===== src/rtl/vga_pkg.sv =====
// rtl/vga_pkg.sv - default timing, colours, region classes and palette for the VGA grid renderer
package vga_pkg;

  localparam int DEF_H_ACTIVE = 640;
  localparam int DEF_H_FP     = 16;
  localparam int DEF_H_SYNC   = 96;
  localparam int DEF_H_BP     = 48;
  localparam int DEF_V_ACTIVE = 480;
  localparam int DEF_V_FP     = 10;
  localparam int DEF_V_SYNC   = 2;
  localparam int DEF_V_BP     = 33;

  localparam logic [2:0] DEF_CLR_EMPTY  = 3'b000;
  localparam logic [2:0] DEF_CLR_BORDER = 3'b100;
  localparam logic [2:0] DEF_CLR_BG     = 3'b001;

  // Entry i lives at [i*3 +: 3]; entry 0 is the empty cell.
  localparam logic [23:0] DEF_PALETTE = {3'b001, 3'b100, 3'b111, 3'b010,
                                         3'b101, 3'b110, 3'b011, DEF_CLR_EMPTY};

  typedef enum logic [1:0] {REG_BLANK, REG_BG, REG_BORDER, REG_GRID} region_e;

endpackage


===== src/rtl/vga_timing_gen.sv =====
// rtl/vga_timing_gen.sv - h/v raster counters with registered sync, data-enable and frame-end flag
module vga_timing_gen
  import vga_pkg::*;
#(
  parameter int H_ACTIVE = DEF_H_ACTIVE,
  parameter int H_FP     = DEF_H_FP,
  parameter int H_SYNC   = DEF_H_SYNC,
  parameter int H_BP     = DEF_H_BP,
  parameter int V_ACTIVE = DEF_V_ACTIVE,
  parameter int V_FP     = DEF_V_FP,
  parameter int V_SYNC   = DEF_V_SYNC,
  parameter int V_BP     = DEF_V_BP,
  parameter bit HS_POL   = 1'b0,
  parameter bit VS_POL   = 1'b0,
  parameter int HW       = $clog2(H_ACTIVE + H_FP + H_SYNC + H_BP),
  parameter int VW       = $clog2(V_ACTIVE + V_FP + V_SYNC + V_BP)
) (
  input  logic          clk_i,
  input  logic          rst_i,
  output logic [HW-1:0] h_o,
  output logic [VW-1:0] v_o,
  output logic          line_end_o,
  output logic          hsync_o,
  output logic          vsync_o,
  output logic          de_o,
  output logic          frame_end_o
);

  localparam int H_TOTAL = H_ACTIVE + H_FP + H_SYNC + H_BP;
  localparam int V_TOTAL = V_ACTIVE + V_FP + V_SYNC + V_BP;

  logic [HW-1:0] h_q, h_d;
  logic [VW-1:0] v_q, v_d;
  logic [31:0]   hx, vx;
  logic          line_end, frame_end;
  logic          hsync_q, vsync_q, de_q, frame_end_q;

  always_comb begin
    hx        = 32'(h_q);
    vx        = 32'(v_q);
    line_end  = (hx == H_TOTAL - 1);
    frame_end = line_end && (vx == V_TOTAL - 1);
    h_d       = line_end ? '0 : h_q + HW'(1);
    v_d       = v_q;
    if (line_end) begin
      v_d = (vx == V_TOTAL - 1) ? '0 : v_q + VW'(1);
    end
  end

  always_ff @(posedge clk_i or posedge rst_i) begin
    if (rst_i) begin
      h_q         <= '0;
      v_q         <= '0;
      hsync_q     <= ~HS_POL;
      vsync_q     <= ~VS_POL;
      de_q        <= 1'b0;
      frame_end_q <= 1'b0;
    end else begin
      h_q         <= h_d;
      v_q         <= v_d;
      hsync_q     <= (hx >= H_ACTIVE + H_FP && hx < H_ACTIVE + H_FP + H_SYNC) ? HS_POL : ~HS_POL;
      vsync_q     <= (vx >= V_ACTIVE + V_FP && vx < V_ACTIVE + V_FP + V_SYNC) ? VS_POL : ~VS_POL;
      de_q        <= (hx < H_ACTIVE) && (vx < V_ACTIVE);
      frame_end_q <= frame_end;
    end
  end

  assign h_o         = h_q;
  assign v_o         = v_q;
  assign line_end_o  = line_end;
  assign hsync_o     = hsync_q;
  assign vsync_o     = vsync_q;
  assign de_o        = de_q;
  assign frame_end_o = frame_end_q;

endmodule


===== src/rtl/vga_grid_renderer.sv =====
// rtl/vga_grid_renderer.sv - VGA raster, cell-grid walk and palette colouring with a 3-clock pipeline
// Define VGA_GRID_LINES_EN to draw 1-px cell separators in border colour.
module vga_grid_renderer
  import vga_pkg::*;
#(
  parameter int H_ACTIVE   = DEF_H_ACTIVE,
  parameter int H_FP       = DEF_H_FP,
  parameter int H_SYNC     = DEF_H_SYNC,
  parameter int H_BP       = DEF_H_BP,
  parameter int V_ACTIVE   = DEF_V_ACTIVE,
  parameter int V_FP       = DEF_V_FP,
  parameter int V_SYNC     = DEF_V_SYNC,
  parameter int V_BP       = DEF_V_BP,
  parameter bit HS_POL     = 1'b0,
  parameter bit VS_POL     = 1'b0,
  parameter int GRID_COLS  = 10,
  parameter int GRID_ROWS  = 20,
  parameter int CELL_W     = 20,
  parameter int CELL_H     = 20,
  parameter int GRID_X0    = 220,
  parameter int GRID_Y0    = 40,
  parameter int BORDER     = 8,
  parameter int COLOR_BITS = 1,
  parameter int VAL_W      = 3,
  parameter logic [(2**VAL_W)*3*COLOR_BITS-1:0] PALETTE = DEF_PALETTE,
  parameter logic [3*COLOR_BITS-1:0] CLR_BORDER = DEF_CLR_BORDER,
  parameter logic [3*COLOR_BITS-1:0] CLR_BG     = DEF_CLR_BG
) (
  input  logic                          vga_clk,
  input  logic                          rst,
  output logic [$clog2(GRID_COLS)-1:0]  cell_x,
  output logic [$clog2(GRID_ROWS)-1:0]  cell_y,
  output logic                          cell_req,
  input  logic [VAL_W-1:0]              cell_value,
  output logic [COLOR_BITS-1:0]         red,
  output logic [COLOR_BITS-1:0]         green,
  output logic [COLOR_BITS-1:0]         blue,
  output logic                          hsync,
  output logic                          vsync,
  output logic                          de,
  output logic                          frame_done
);

  localparam int HW    = $clog2(H_ACTIVE + H_FP + H_SYNC + H_BP);
  localparam int VW    = $clog2(V_ACTIVE + V_FP + V_SYNC + V_BP);
  localparam int RGB_W = 3 * COLOR_BITS;
  localparam int XW    = $clog2(GRID_COLS);
  localparam int YW    = $clog2(GRID_ROWS);
  localparam int SXW   = (CELL_W > 1) ? $clog2(CELL_W) : 1;
  localparam int SYW   = (CELL_H > 1) ? $clog2(CELL_H) : 1;
  localparam int GX1   = GRID_X0 + GRID_COLS * CELL_W;
  localparam int GY1   = GRID_Y0 + GRID_ROWS * CELL_H;

  if (GRID_X0 < BORDER || GX1 + BORDER > H_ACTIVE) begin : g_bad_h
    $error("vga_grid_renderer: grid plus border does not fit horizontally");
  end
  if (GRID_Y0 < BORDER || GY1 + BORDER > V_ACTIVE) begin : g_bad_v
    $error("vga_grid_renderer: grid plus border does not fit vertically");
  end

  logic [HW-1:0] h;
  logic [VW-1:0] v;
  logic          line_end, hs_s1, vs_s1, de_s1, fe_s1;

  vga_timing_gen #(
    .H_ACTIVE(H_ACTIVE), .H_FP(H_FP), .H_SYNC(H_SYNC), .H_BP(H_BP),
    .V_ACTIVE(V_ACTIVE), .V_FP(V_FP), .V_SYNC(V_SYNC), .V_BP(V_BP),
    .HS_POL(HS_POL), .VS_POL(VS_POL), .HW(HW), .VW(VW)
  ) u_timing (
    .clk_i(vga_clk), .rst_i(rst), .h_o(h), .v_o(v), .line_end_o(line_end),
    .hsync_o(hs_s1), .vsync_o(vs_s1), .de_o(de_s1), .frame_end_o(fe_s1)
  );

  logic [SXW-1:0] sub_x_q, sub_x_d;
  logic [SYW-1:0] sub_y_q, sub_y_d;
  logic [XW-1:0]  cx_q, cx_d, cell_x_q;
  logic [YW-1:0]  cy_q, cy_d, cell_y_q;
  logic [31:0]    hx, vx;
  logic           in_gx, in_gy, sep_s0, cell_req_q;
  region_e        region_s0, region1_q, region2_q;
  logic           sep1_q, sep2_q, hs2_q, vs2_q, de2_q, fe2_q;
  logic [RGB_W-1:0] rgb_d, rgb_q;
  logic           hs3_q, vs3_q, de3_q, fe3_q;

  // Sub-counters track the current counter position; stepping only while the next pixel is
  // still inside the grid makes them land on 0 at every grid entry without a divider.
  always_comb begin
    hx      = 32'(h);
    vx      = 32'(v);
    in_gx   = (hx >= GRID_X0) && (hx < GX1);
    in_gy   = (vx >= GRID_Y0) && (vx < GY1);
    sub_x_d = '0;
    cx_d    = '0;
    if (hx >= GRID_X0 && hx < GX1 - 1) begin
      sub_x_d = (sub_x_q == SXW'(CELL_W - 1)) ? '0 : sub_x_q + SXW'(1);
      cx_d    = (sub_x_q == SXW'(CELL_W - 1)) ? cx_q + XW'(1) : cx_q;
    end
    sub_y_d = sub_y_q;
    cy_d    = cy_q;
    if (line_end) begin
      sub_y_d = '0;
      cy_d    = '0;
      if (vx >= GRID_Y0 && vx < GY1 - 1) begin
        sub_y_d = (sub_y_q == SYW'(CELL_H - 1)) ? '0 : sub_y_q + SYW'(1);
        cy_d    = (sub_y_q == SYW'(CELL_H - 1)) ? cy_q + YW'(1) : cy_q;
      end
    end
  end

  always_comb begin
    region_s0 = REG_BG;
    if (hx >= H_ACTIVE || vx >= V_ACTIVE) begin
      region_s0 = REG_BLANK;
    end else if (in_gx && in_gy) begin
      region_s0 = REG_GRID;
    end else if (hx >= GRID_X0 - BORDER && hx < GX1 + BORDER &&
                 vx >= GRID_Y0 - BORDER && vx < GY1 + BORDER) begin
      region_s0 = REG_BORDER;
    end
`ifdef VGA_GRID_LINES_EN
    sep_s0 = (sub_x_q == '0 && cx_q != '0) || (sub_y_q == '0 && cy_q != '0);
`else
    sep_s0 = 1'b0;
`endif
  end

  always_comb begin
    rgb_d = CLR_BG;
    case (region2_q)
      REG_BLANK:  rgb_d = '0;
      REG_GRID:   rgb_d = sep2_q ? CLR_BORDER : PALETTE[32'(cell_value) * RGB_W +: RGB_W];
      REG_BORDER: rgb_d = CLR_BORDER;
      default:    rgb_d = CLR_BG;
    endcase
  end

  always_ff @(posedge vga_clk or posedge rst) begin
    if (rst) begin
      sub_x_q <= '0;  sub_y_q <= '0;  cx_q <= '0;  cy_q <= '0;
      cell_x_q <= '0; cell_y_q <= '0; cell_req_q <= 1'b0;
      region1_q <= REG_BLANK; region2_q <= REG_BLANK;
      sep1_q <= 1'b0; sep2_q <= 1'b0;
      hs2_q <= ~HS_POL; vs2_q <= ~VS_POL; de2_q <= 1'b0; fe2_q <= 1'b0;
      rgb_q <= '0; hs3_q <= ~HS_POL; vs3_q <= ~VS_POL; de3_q <= 1'b0; fe3_q <= 1'b0;
    end else begin
      sub_x_q <= sub_x_d; sub_y_q <= sub_y_d; cx_q <= cx_d; cy_q <= cy_d;
      cell_req_q <= in_gx && in_gy;
      cell_x_q   <= (in_gx && in_gy) ? cx_q : '0;
      cell_y_q   <= (in_gx && in_gy) ? cy_q : '0;
      region1_q  <= region_s0;
      sep1_q     <= sep_s0;
      region2_q  <= region1_q;
      sep2_q     <= sep1_q;
      hs2_q <= hs_s1; vs2_q <= vs_s1; de2_q <= de_s1; fe2_q <= fe_s1;
      rgb_q <= rgb_d; hs3_q <= hs2_q; vs3_q <= vs2_q; de3_q <= de2_q; fe3_q <= fe2_q;
    end
  end

  assign cell_x             = cell_x_q;
  assign cell_y             = cell_y_q;
  assign cell_req           = cell_req_q;
  assign {red, green, blue} = rgb_q;
  assign hsync              = hs3_q;
  assign vsync              = vs3_q;
  assign de                 = de3_q;
  assign frame_done         = fe3_q;

endmodule


===== config.mk =====
export PLATFORM = sky130hd
export DESIGN_NAME = vga_grid_renderer
export DESIGN_NICKNAME = d
export VERILOG_FILES = /design/src/rtl/vga_pkg.sv /design/src/rtl/vga_timing_gen.sv /design/src/rtl/vga_grid_renderer.sv
export SDC_FILE = /design/constraint.sdc
export NUM_CORES = 1
export LEC_CHECK = 0
export CAP_MARGIN = 10
export CORE_ASPECT_RATIO = 0.8
export CORE_MARGIN = 2
export CORE_UTILIZATION = 60
export DETAILED_ROUTE_END_ITERATION = 16
export PLACE_DENSITY = 0.88
export SYNTH_ARGS = -nofsm -noshare
export SYNTH_HDL_FRONTEND = slang
export SYNTH_SLANG_ARGS = --single-unit

===== constraint.sdc =====
create_clock -name vga_clk -period 3.69 [get_ports vga_clk]
set_input_delay 0.5535 -clock vga_clk [delete_from_list [all_inputs] [get_ports vga_clk]]
set_output_delay 0.5535 -clock vga_clk [all_outputs]
set_load 0.05 [all_outputs]

**After elaboration in Yosys (flattened, before gate mapping)**

Cells that the tools add are included.

- Input bits: 5
- Logic and storage cells: 91
- Register bits after elaboration: 68
- Output and inout port bits: 17

- Add/sub/neg operators: 6
- Reductions and logical operators: 15
- Equality and inequality tests: 8
- Magnitude comparators: 18
- Shift operators: 1
- Muxes and demuxes: 18
- Multipliers: 1

Operators by type and width:

| cell | count |
|---|---|
| $lt 10x9->1 const B | 8 |
| $mux 5 | 7 |
| $shiftx 24x6->3 const A | 1 |
| $add 10x1->10 const B | 2 |
| $eq 10x10->1 const B | 2 |
| $ge 10x10->1 const B | 2 |
| $ge 10x6->1 const B | 2 |
| $ge 10x8->1 const B | 2 |
| $ge 10x9->1 const B | 2 |
| $lt 10x10->1 const B | 2 |
| $mux 10 | 2 |
| $add 5x1->5 const B | 3 |
| $logic_and 1x1->1 | 12 |
| $mux 4 | 3 |
| $eq 5x5->1 const B | 2 |
| $pmux 3 s3 | 1 |
| $mux 2 | 3 |
| $mul 3x2->5 const B | 1 |
| $add 4x1->4 const B | 1 |
| $eq 2x2->1 const B | 2 |
| $ne 2x1->1 const B | 2 |
| $logic_not 2->1 | 1 |
| $mux 1 | 2 |
| $reduce_and 2->1 | 1 |
| $logic_or 1x1->1 | 1 |

**Logic depth before layout (Yosys ltp)**

- Depth after elaboration: 7
- Mapped depth: 7
- Gate-level depth less buffers: 6

**Cells and area by module**

A second synthesis with hierarchy kept.

- Cells, all modules: 293
- Area total of the unflattened synthesis: 3200.6 sq um

Modules (own cells, without submodules):

| module | seq. area each (sq um) | times used | cells each | area each (sq um) |
|---|---|---|---|---|
| vga_grid_renderer | 1106.1 | 1 | 172 | 1933.1 |
| vga_timing_gen | 603.1 | 1 | 121 | 1267.5 |

**Worst setup path after synthesis**

Ideal clock, no wire load.

- Path kind: register to register
- From: reg u_timing.h_q[0], in the netlist u_timing.h_o[0]
- To: reg u_timing.v_q[9], in the netlist u_timing.v_o[9]
- Setup slack: 1872 ps
- Data required time: 3561 ps
- Buffers on the path: 2
- Data arrival time: 1689 ps
- Setup time: 129 ps
- Cell stages (with the launch flop): 8
- Period minus slack after synthesis: 1818 ps
- Path through: dfrtp_1 ha_1 nand3_4 or3_1 buf_6 clkbuf_1 o21ai_0 mux2i_1

- Cells in the longest elaborated chain, start to end: 1

Ends and longest elaborated chain:

| what | RTL line | RTL |
|---|---|---|
| from (decl) | vga_timing_gen.sv:32 | `logic [HW-1:0] h_q, h_d;` |
| from (signal assigned) | vga_timing_gen.sv:52 | `h_q <= '0;` |
| from (signal assigned) | vga_timing_gen.sv:59 | `h_q <= h_d;` |
| $eq 10x10->1 | vga_timing_gen.sv:41 | `line_end = (hx == H_TOTAL - 1);` |
| to (signal assigned) | vga_timing_gen.sv:60 | `v_q <= v_d;` |
| to (decl) | vga_timing_gen.sv:33 | `logic [VW-1:0] v_q, v_d;` |

Every way passes these cells.
A chain may end at the register's enable or synchronous reset.

**Worst setup path after layout**

- From: reg vs3_q, in the netlist vsync
- To: out vsync

RTL lines:

| what | RTL line | RTL |
|---|---|---|
| from (decl) | vga_grid_renderer.sv:83 | `logic hs3_q, vs3_q, de3_q, fe3_q;` |
| from (signal assigned) | vga_grid_renderer.sv:155 | `rgb_q <= rgb_d; hs3_q <= hs2_q; vs3_q <= vs2_q; de3_q <= de2_q; fe3_q <= fe2_q;` |
| to (decl) | vga_grid_renderer.sv:39 | `output logic vsync,` |

No word-level cell between the ends.

==> impl_summary.md <==
Place
The final weighted congestion of routability-driven global placement is 0.878. The count of buffers added on input and output ports is 21. The wire-length estimate of the detail-placed layout is 3770 microns.

The placed instances occupy a cell area of 3380 sq um.

STA
The maximum operating frequency is 455 MHz. At the pin with the least slew margin, the transition time is 0.777 ns. The sum of negative setup slack is 0 ns.

The minimum hold slack is 0.343 ns. For the finished layout, the period the worst path requires is 2.20 ns. Setup repair after global routing left no endpoint under its margin. The final setup violation count is 0. Headroom to the max-slew limit came out at 0.481. The final worst clock skew is 0.0102 ns.

Of the available clock period, the critical path in the final layout requires 0.596. The count of final max-slew check failures is 0. The number of hold-slack violations in the final timing report is 0.

Drt
The number of DRC markers after the initial detailed-route iteration is 99. Across all layers, the routed design uses 2,193 vias. The number of iterations in the first detailed-routing pass is 4. Dividing the detail-routed wire length by the instance count gives 14.2 microns. In the routed design, unresolved DRC markers number 0.

Summed over all layers, the routed wires come to 5380 microns. Using the TritonRoute via totals, the vias-per-cell ratio works out to 5.77. In this run the remaining antenna-violating nets after routing total 0.

Worst setup path
The largest driver fanout on the critical path is 1. The element type at the critical path start is a register. STA puts the critical path data required time at 3.14 ns.

Together, buffers and inverters on the worst path number 1. The critical path is of the register to output pin type. The family of cells with the greatest summed delay on the critical path is buffers and inverters. The count of cell instances traversed by the critical path is 1. The worst reg-to-reg setup slack is 1.53 ns. The endpoint of the worst register-to-register path is cell_y[1]$_DFF_PP0_. Traced cell by cell, the critical path runs through clkdlybuf4s50_1. The first element of the critical path is vsync$_DFF_PP1_. STA puts the critical path data arrival time at 1.65 ns. The worst setup path is captured at an output pin. The largest individual stage delay along the critical path comes from the cell clkdlybuf4s50_1. The endpoint of the most critical setup path is vsync. The source of the worst register-to-register timing path is u_timing.h_o[4]$_DFF_PP0_. The cell depth of the worst flop-to-flop path is 4. The delay of the slowest cell on the worst path is 0.79 ns.

Synthesis
The number of flops mapped to enable cells by yosys is 0. The cell count after synthesis is 295. Counting flops and latches in the post-synthesis netlist gives 68.

In the synthesized netlist the dominant register cell turns out to be dfrtp_1. The sequential share of the synthesized area is 0.538. The synthesized netlist occupies a cell area of 3180 sq um. The share of the synthesized area in the top cell type is 0.488. The number of library cell types mapped by synthesis is 51. For this run, asynchronously set or reset flops after synthesis account for 1.00.

Sorting the synthesized cells by area gives the leading types as dfrtp_1 49%, dfstp_2 5.0%, ha_1 3.2%. During synthesis, Yosys emitted a total of 0 warnings. Averaged over all synthesized cells, the footprint is 10.8 sq um. The synthesized netlist net count is 308. The largest area contributor in the synthesized netlist is dfrtp_1.

Power
In this run the power density over the cells is 382 nW/um^2. The worst-case IR drop observed on VDD is 0.595 mV. The post-layout total power is 1.37 mW. The leakage power of the design is 1.58 nW.

Run
The max capacitance violation total is 0.

Cells and area
The count of antenna diodes in the layout is 0. The most frequent standard cell in the layout excluding fill and tap cells is dfrtp_1. The final design instance area without fill is 3580 sq um. Compared with the post-synthesis result, the final layout area differs by 12.8%. The fraction of final layout cells with drive strength greater than 1 is 0.116.

The total number of nets in the final design is 326. In the layout the commonest cells are 62 x dfrtp_1, 24 x nor2_1, 21 x clkdlybuf4s50_1, 16 x nand2_1, 15 x inv_1.

Clocking
In this run the post-CTS setup repair buffer count came out at 0. After clock tree synthesis, the flow added hold-fix buffers numbering 0. The clock net in this run drives a total of 68 sinks.

The clock reaches the later pin of the worst-skew pair after 0.34 ns. Clock-pin slew was measured on the worst setup and hold paths at 0.07 ns. The cell at the root of the clock tree is clkbuf_8. The number of gates resized after CTS is 0.

In this run the number of H-tree levels came out at 3. The clock tree buffer depth is 2. TritonCTS built the clock tree. Counting the buffers created by CTS gives 9.

Die
The core region area is 5060 sq um. The number of cell rows is 23. The total die area is 5900 sq um. In this run the vertical extent of the chip is 69.1 microns.

The starting utilization of the core area is 0.627. The boundary pin count is 22. The x dimension of the die is 85.4 microns.

Run status
The run finished with clean final reports.

Hold path
The class of the most critical hold timing path is register to register. The startpoint of the tightest hold check path is de2_q$_DFF_PP0_.

GRT
The number of global-route vias before repair is 2,086. Entering global routing, the biggest net connects 35 pins. The total overflow left after global routing is 0. The global-route wire length before repair is 9420 microns. The initial antenna violation count is 0.

The total routing resource utilization after global routing is 0.203.
==> final cells by class <==
cell class / count / area (sq um)
Sequential cell: 68 / 1710
Fill cell: 350 / 1480
Multi-Input combinational cell: 193 / 1290
Timing Repair Buffer: 25 / 240
Clock buffer: 10 / 138
Tap cell: 62 / 77.6
Clock inverter: 6 / 63.8
Inverter: 16 / 60.1
==> sequential cells by signal, summed over array words and instances (netlist names), 2 cells and up <==
signal        flops
sub_x_q           5
sub_y_q           5
u_timing.h_o     10
cell_y            5
region1_q         2
u_timing.v_o     10
region2_q         2
cx_q              4
cy_q              5
rgb_q             3
cell_x            4
==> metrics by stage <==
step	cells	setup WS, ns	utilization
after floorplan	295	1.43	-
after global placement	364	1.60	0.668
after detailed placement	364	1.52	0.668
after CTS	380	1.47	0.708
after global routing	380	1.30	0.708
final	380	1.49	0.708
==> power by group <==
group          switching (mW)  internal (mW)  total [mW]
combinational          0.0162        0.00663      0.0228
clock                   0.273          0.329       0.602
sequential                  0          0.745       0.745
==> synth_stat cells, drive strengths merged (7+ instances only) <==
library cell and n:
xor2 10, nand3 14, dfrtp 62, buf 15, nor4 8, a31oi 8
ha 8, nor3 8, nand2b 7, nand2 16, xnor2 11, and2 11
nand4 9, nor2 24, o21ai 11, inv 16
==> worst register-to-register path, stage by stage (launching register included) <==
cell and delay [ns]:
dfrtp_1 0.58, nand3_1 0.18, a221o_1 0.40, nor4b_2 0.72, and2_1 0.23
==> how the worst min path moves through the flow <==
stage / end / slack, ns / depth (start not counted)
CTS: de$_DFF_PP0_ / 0.35 / 0
global route: region2_q[0]$_DFF_PP0_ / 0.35 / 0
global placement: fe2_q$_DFF_PP0_ / 0.33 / 0
finish: de$_DFF_PP0_ / 0.34 / 0
floorplan: de$_DFF_PP0_ / 0.33 / 0
detailed placement: de$_DFF_PP0_ / 0.33 / 0
==> kinds of logic (layout without fill, tap and decap cells) <==
family	after synthesis	count (layout)	synth area share
adders and majority gates	8	8	0.0315
muxes	4	4	0.0126
AOI/OAI and AO/OA	43	43	0.0914
buffers and inverters	34	57	0.0544
xor gates and xnor gates	21	21	0.0579
and+or+nand+nor	117	117	0.214
DFF	68	68	0.538
==> per-layer routing <==
metal	GRT usage	wire [microns]	vias to the layer above
met2	0.286	2380	61
met3	0.0731	354	10
met1	0.285	2560	1055
met5	0	0	-
met4	0.0864	82	0
li1	-	-	1067
Note: power is estimated with default switching activity, not from simulation.
